**src/rtl/thinpad_pkg.sv**
```systemverilog
// thinpad_pkg: shared state, owner and NOP encodings for the pipeline controller
package thinpad_pkg;
    typedef enum logic [1:0] {IDLE, F_WAIT, D_WAIT} state_e;
    typedef enum logic {FETCH, DATA} owner_e;
    localparam logic [15:0] NOP_INSTR = 16'h0800;
endpackage

```
**src/rtl/ram_access_seq.sv**
```systemverilog
// ram_access_seq: sequences single-port RAM accesses between fetch and data, drives RAM pins
module ram_access_seq
    import thinpad_pkg::*;
#(
    parameter int MEM_WAIT = 0
) (
    input  logic        clk,
    input  logic        rst,
    input  logic [15:0] if_addr,
    input  logic        mem_req,
    input  logic        mem_we,
    input  logic [15:0] mem_addr,
    input  logic [15:0] mem_wdata,
    output logic [15:0] ram_addr,
    output logic [15:0] ram_wdata,
    output logic        ram_data_oe,
    output logic        ram_oe_n,
    output logic        busy_o,
    output logic        final_o,
    output owner_e      owner_o,
    output logic        store_o,
    output logic        we_phase_o
);
    localparam int CW = (MEM_WAIT > 0) ? $clog2(MEM_WAIT + 1) : 1;
    localparam logic [CW-1:0] LAST = CW'(MEM_WAIT);

    state_e        state_q, state_d;
    logic [CW-1:0] cnt_q, cnt_d;
    owner_e        owner_q, owner_d;
    logic          we_q, we_d;
    logic [15:0]   addr_q, addr_d;
    logic          idle, store, last;
    logic [15:0]   addr;

    always_comb begin
        idle        = state_q == IDLE;
        owner_o     = idle ? (mem_req ? DATA : FETCH) : owner_q;
        store       = owner_o == DATA && (idle ? mem_we : we_q);
        addr        = idle ? (owner_o == DATA ? mem_addr : if_addr) : addr_q;
        last        = (MEM_WAIT == 0) ? idle : (!idle && cnt_q == LAST);
        final_o     = rst && last;
        busy_o      = rst && !last;
        store_o     = rst && store;
        ram_addr    = rst ? addr : if_addr;
        ram_wdata   = mem_wdata;
        ram_data_oe = store_o;
        ram_oe_n    = !(rst && !store);
        // write pulse only in the clk-high half so the address is set up half a cycle earlier
        we_phase_o  = final_o && store_o && clk;
        state_d     = state_q;
        cnt_d       = cnt_q;
        owner_d     = owner_q;
        we_d        = we_q;
        addr_d      = addr_q;
        if (MEM_WAIT != 0) begin
            if (idle) begin
                state_d = owner_o == DATA ? D_WAIT : F_WAIT;
                cnt_d   = CW'(1);
                owner_d = owner_o;
                we_d    = mem_we;
                addr_d  = addr;
            end else if (cnt_q == LAST) begin
                state_d = IDLE;
                cnt_d   = '0;
            end else begin
                cnt_d = cnt_q + CW'(1);
            end
        end
    end

    always_ff @(negedge clk or negedge rst) begin
        if (!rst) begin
            state_q <= IDLE;
            cnt_q   <= '0;
            owner_q <= FETCH;
            we_q    <= 1'b0;
            addr_q  <= '0;
        end else begin
            state_q <= state_d;
            cnt_q   <= cnt_d;
            owner_q <= owner_d;
            we_q    <= we_d;
            addr_q  <= addr_d;
        end
    end
endmodule

```
**src/rtl/pipe_ctrl.sv**
```systemverilog
// pipe_ctrl: shares the RAM port between IF and MEM and decodes stall/bubble/flush strobes
module pipe_ctrl
    import thinpad_pkg::*;
#(
    parameter int MEM_WAIT   = 0,
    parameter int DELAY_SLOT = 1
) (
    input  logic        clk,
    input  logic        rst,
    input  logic [15:0] if_addr,
    input  logic        mem_req,
    input  logic        mem_we,
    input  logic [15:0] mem_addr,
    input  logic [15:0] mem_wdata,
    input  logic        load_use,
    input  logic        branch_taken,
    input  logic [15:0] ram_rdata,
    output logic [15:0] ram_addr,
    output logic [15:0] ram_wdata,
    output logic        ram_data_oe,
    output logic        ram_oe_n,
    output logic        ram_we_n,
    output logic [15:0] fetch_instr,
    output logic [15:0] mem_rdata,
    output logic        mem_done,
    output logic        pc_keep,
    output logic        ifkeep,
    output logic        ifClear,
    output logic        idex_bubble,
    output logic        stall_all
);
    logic   busy, fin, store, we_phase;
    owner_e owner;

    ram_access_seq #(.MEM_WAIT(MEM_WAIT)) u_seq (
        .clk         (clk),
        .rst         (rst),
        .if_addr     (if_addr),
        .mem_req     (mem_req),
        .mem_we      (mem_we),
        .mem_addr    (mem_addr),
        .mem_wdata   (mem_wdata),
        .ram_addr    (ram_addr),
        .ram_wdata   (ram_wdata),
        .ram_data_oe (ram_data_oe),
        .ram_oe_n    (ram_oe_n),
        .busy_o      (busy),
        .final_o     (fin),
        .owner_o     (owner),
        .store_o     (store),
        .we_phase_o  (we_phase)
    );

    assign ram_we_n = !we_phase;

    always_comb begin
        fetch_instr = NOP_INSTR;
        mem_rdata   = '0;
        mem_done    = 1'b0;
        pc_keep     = 1'b0;
        ifkeep      = 1'b0;
        ifClear     = 1'b0;
        idex_bubble = 1'b0;
        stall_all   = 1'b0;
        if (busy) begin
            stall_all = 1'b1;
            pc_keep   = 1'b1;
            ifkeep    = 1'b1;
        end else if (fin && owner == DATA) begin
            // data stole this cycle's fetch slot: bubble IF/ID and re-fetch the same PC
            mem_done  = 1'b1;
            mem_rdata = store ? '0 : ram_rdata;
            pc_keep   = 1'b1;
            ifClear   = 1'b1;
        end else if (fin) begin
            fetch_instr = ram_rdata;
            if (load_use) begin
                pc_keep     = 1'b1;
                ifkeep      = 1'b1;
                idex_bubble = 1'b1;
            end else begin
                ifClear = branch_taken && DELAY_SLOT == 0;
            end
        end
    end
endmodule

```
**config.mk**
```make
export PLATFORM = sky130hd
export DESIGN_NAME = pipe_ctrl
export DESIGN_NICKNAME = d
export VERILOG_FILES = /design/src/rtl/thinpad_pkg.sv /design/src/rtl/ram_access_seq.sv /design/src/rtl/pipe_ctrl.sv
export SDC_FILE = /design/constraint.sdc
export NUM_CORES = 1
export LEC_CHECK = 0
export BUFFER_PORTS_ARGS = -buffer_cell sky130_fd_sc_hd__buf_4
export CAP_MARGIN = 10
export CELL_PAD_IN_SITES_DETAIL_PLACEMENT = 1
export CELL_PAD_IN_SITES_GLOBAL_PLACEMENT = 1
export CORE_UTILIZATION = 13
export DETAILED_ROUTE_END_ITERATION = 10
export MAX_ROUTING_LAYER = met4
export PLACE_DENSITY = 0.86
export SKIP_LAST_GASP = 1
export SLEW_MARGIN = 20
export SYNTH_ARGS = -nofsm -noshare
export SYNTH_HDL_FRONTEND = slang
export SYNTH_SLANG_ARGS = --single-unit
```
**constraint.sdc**
```tcl
create_clock -name clk -period 2.2 [get_ports clk]
set_input_delay 0.33 -clock clk [delete_from_list [all_inputs] [get_ports clk]]
set_output_delay 0.33 -clock clk [all_outputs]
set_load 0.005 [all_outputs]
```
==> impl_metrics.prom <==
# TYPE chip_impl_metric gauge
chip_impl_info{name="outcome",value="completed"} 1
chip_impl_metric{name="design.core.area",unit="sq mm"} 0.00441
chip_impl_metric{name="ff_latch_area",unit="sq um"} 0
chip_impl_metric{name="num_rows",unit=""} 24
chip_impl_metric{name="final_area",unit="sq mm"} 0.00132
chip_impl_metric{name="grt_pass1_vias",unit=""} 835
chip_impl_metric{name="width_of_the_die",unit="um"} 70.3
chip_impl_metric{name="antenna_violating_nets_post_route",unit=""} 0
chip_impl_metric{name="initial_utilization",unit="%"} 13.7
chip_impl_metric{name="die_height",unit="um"} 70.3
chip_impl_info{name="critPathCaptureType",value="output port"} 1
chip_impl_metric{name="gpl.final_weighted_congestion",unit=""} 0.608
chip_impl_metric{name="switching_portion_of_total_power",unit="%"} 31.8
chip_impl_metric{name="power.share.sequential",unit="%"} 0
chip_impl_metric{name="grt_util_all_layers",unit="%"} 10.6
chip_impl_metric{name="final_net_count",unit=""} 239
chip_impl_metric{name="routed_wl",unit="um"} 2840
chip_impl_metric{name="grt_max_degree",unit=""} 18
chip_impl_info{name="min-delay-start",value="clk"} 1
chip_impl_metric{name="achievable-frequency",unit="MHz"} 603
chip_impl_metric{name="post_synth_num_cell_types",unit=""} 14
chip_impl_info{name="cpMaxStageDelayCell",value="sky130_fd_sc_hd__mux2_2"} 1
chip_impl_metric{name="detail_route.first_pass.iterations",unit=""} 2
chip_impl_info{name="crit_type",value="in -> out"} 1
chip_impl_metric{name="fin_cells",unit=""} 219
chip_impl_info{name="critPathTopFamily",value="multiplexers"} 1
chip_impl_metric{name="synthesis.instances",unit=""} 81
chip_impl_metric{name="static-leakage-power",unit="nW"} 0.734
chip_impl_metric{name="drv_cap",unit=""} 0
chip_impl_metric{name="gr-usage-met3",unit="%"} 1.30
chip_impl_metric{name="crit_path_arrival_time",unit="ps"} 1330
chip_impl_metric{name="power_report.internal_total",unit="mW"} 0.151
chip_impl_metric{name="area.growth.synth_to_final",unit="%"} 118
chip_impl_info{name="grt_most_used_layer",value="met2"} 1
chip_impl_metric{name="path_max_fanout",unit=""} 17
chip_impl_metric{name="final_max_slew_viol_count",unit=""} 0
chip_impl_metric{name="wire_per_inst",unit="um"} 13.0
chip_impl_metric{name="drc",unit=""} 0
chip_impl_metric{name="grt_remaining_overflow",unit=""} 0
chip_impl_metric{name="fillers",unit=""} 552
chip_impl_metric{name="numPlacedInstances",unit=""} 219
chip_impl_metric{name="placed_area",unit="sq mm"} 0.00132
chip_impl_metric{name="dpl.hpwl",unit="um"} 2490
chip_impl_metric{name="share_of_layout_cells_above_drive_strength_1",unit="%"} 76.6
chip_impl_metric{name="multi_input_area",unit="sq um"} 442
chip_impl_metric{name="timing.setup.tns",unit="ps"} 0
chip_impl_metric{name="final.period_utilization",unit="%"} 75.4
chip_impl_metric{name="total_number_of_yosys_warnings",unit=""} 0
chip_impl_metric{name="report.final.hold_viol_count",unit=""} 0
chip_impl_metric{name="combPwrFrac",unit="%"} 97.3
chip_impl_metric{name="pin_count",unit=""} 143
chip_impl_metric{name="global_route.usage.met1",unit="%"} 11.5
chip_impl_metric{name="postCtsHoldBufs",unit=""} 0
chip_impl_info{name="unrepaired_setup_endpoints_after_global_routing",value="no"} 1
chip_impl_metric{name="report.final.setup_viol",unit=""} 0
chip_impl_metric{name="worst_path_largest_cell_delay",unit="ps"} 400
chip_impl_info{name="critical_path.cell_chain",value="buf_4 > nand2_2 > mux2_2 > buf_4"} 1
chip_impl_metric{name="share_clk_of_total_power",unit="%"} 2.7
chip_impl_metric{name="total_switching_power",unit="mW"} 0.0706
chip_impl_metric{name="ir_worst_vdd",unit="V"} 0.0000624
chip_impl_metric{name="routed-via-count",unit=""} 855
chip_impl_metric{name="final.min_clock_period",unit="ps"} 1660
chip_impl_info{name="crit_top_cell",value="sky130_fd_sc_hd__buf_4"} 1
chip_impl_metric{name="use_met2",unit="%"} 21.3
chip_impl_metric{name="floorplan.die_area",unit="sq mm"} 0.00494
chip_impl_metric{name="port_buffers",unit=""} 108
chip_impl_metric{name="post_cts_resized",unit=""} 0
chip_impl_metric{name="post_cts.repair.setup_buffers",unit=""} 0
chip_impl_info{name="cp-start-kind",value="primary input"} 1
chip_impl_metric{name="crit_required",unit="ps"} 1870
chip_impl_metric{name="synth_seq_area_share",unit="%"} 0
chip_impl_metric{name="insertedDiodeCount",unit=""} 0
chip_impl_metric{name="antenna_found_initial",unit=""} 0
chip_impl_metric{name="grt_first_pass_wirelength",unit="um"} 4200
chip_impl_metric{name="syn-num-nets",unit=""} 151
chip_impl_metric{name="routed_via_density",unit=""} 3.90
chip_impl_info{name="cp-startpoint",value="rst"} 1
chip_impl_metric{name="cp.buffers_inverters",unit=""} 2
chip_impl_metric{name="seq_cells",unit=""} 0
chip_impl_info{name="worstHoldPathType",value="clk -> out"} 1
chip_impl_metric{name="synth.cell_area",unit="sq um"} 607
chip_impl_metric{name="drt-initial-drc-count",unit=""} 8
chip_impl_metric{name="cellPowerDensity",unit="mW/mm^2"} 168
chip_impl_metric{name="synth_area_per_inst",unit="sq um"} 7.49
[cell type report]
class | instances | area share (%)
tap | 52 | 4.92
multi-input combinational | 58 | 33.4
clock buffer | 1 | 0.568
inverter | 1 | 0.284
timing repair buffer | 107 | 60.8
[metrics by stage]
stage	setup WS, ps	util (%)	power, mW	hold WS [ps]
floorplan	720	-	0.0938	371
global placement	544	29.9	0.217	478
detailed placement	526	29.9	0.226	478
CTS	520	29.9	0.226	478
global route	469	29.9	0.240	489
finish	540	29.9	0.222	483
[layer usage]
metal / vias up / part of all wire, %
li1: 410 / -
met1: 397 / 33
met2: 46 / 60
met3: 2 / 7.2
met4: 0 / 0.070
met5: - / 0
[cells in the mapped netlist, drive strengths merged]
master  instances  area (sq um)
nand2           4          17.5
nand2b          1          6.26
conb            1          3.75
and3b           1          10.0
o21a            1          7.51
and3            1          7.51
clkbuf          2          7.51
and2           32           200
buf            20           154
and2b           1          8.76
mux2           16           180
inv             1          3.75
[power groups by stage]
| stage | logic [mW] | clock network, mW | registers [mW] |
|---|---|---|---|
| finish | 0.216 | 0.00590 | 0 |
| global route | 0.234 | 0.00651 | 0 |
| CTS | 0.221 | 0.00563 | 0 |
| detailed placement | 0.220 | 0.00563 | 0 |
| global placement | 0.212 | 0.00563 | 0 |
| floorplan | 0.0919 | 0.00193 | 0 |
[layout by cell type, fill, tap and decap left out]
cell and n:
sky130_fd_sc_hd__and3b_2 1, sky130_fd_sc_hd__o21a_1 1, sky130_fd_sc_hd__conb_1 1, sky130_fd_sc_hd__nand2_2 1, sky130_fd_sc_hd__buf_4 108, sky130_fd_sc_hd__and2_1 32
sky130_fd_sc_hd__nand2_1 3, sky130_fd_sc_hd__mux2_2 16, sky130_fd_sc_hd__and2b_2 1, sky130_fd_sc_hd__and3_2 1, sky130_fd_sc_hd__nand2b_1 1, sky130_fd_sc_hd__inv_1 1
[final timing paths]
path,slack (ps),end,cells past startpoint
setup / recovery,540,ram_addr[8],4
hold / removal,480,ram_we_n,2
[kinds of logic (layout without fill, tap and decap cells)]
logic type	after synthesis	after routing	share of synthesized area, %
other	1	1	0.618
and+or+nand+nor	40	40	41.2
buffers and inverters	23	109	27.2
AOI/OAI and AO/OA	1	1	1.24
muxes	16	16	29.7
(Power assumes the default switching activity.)
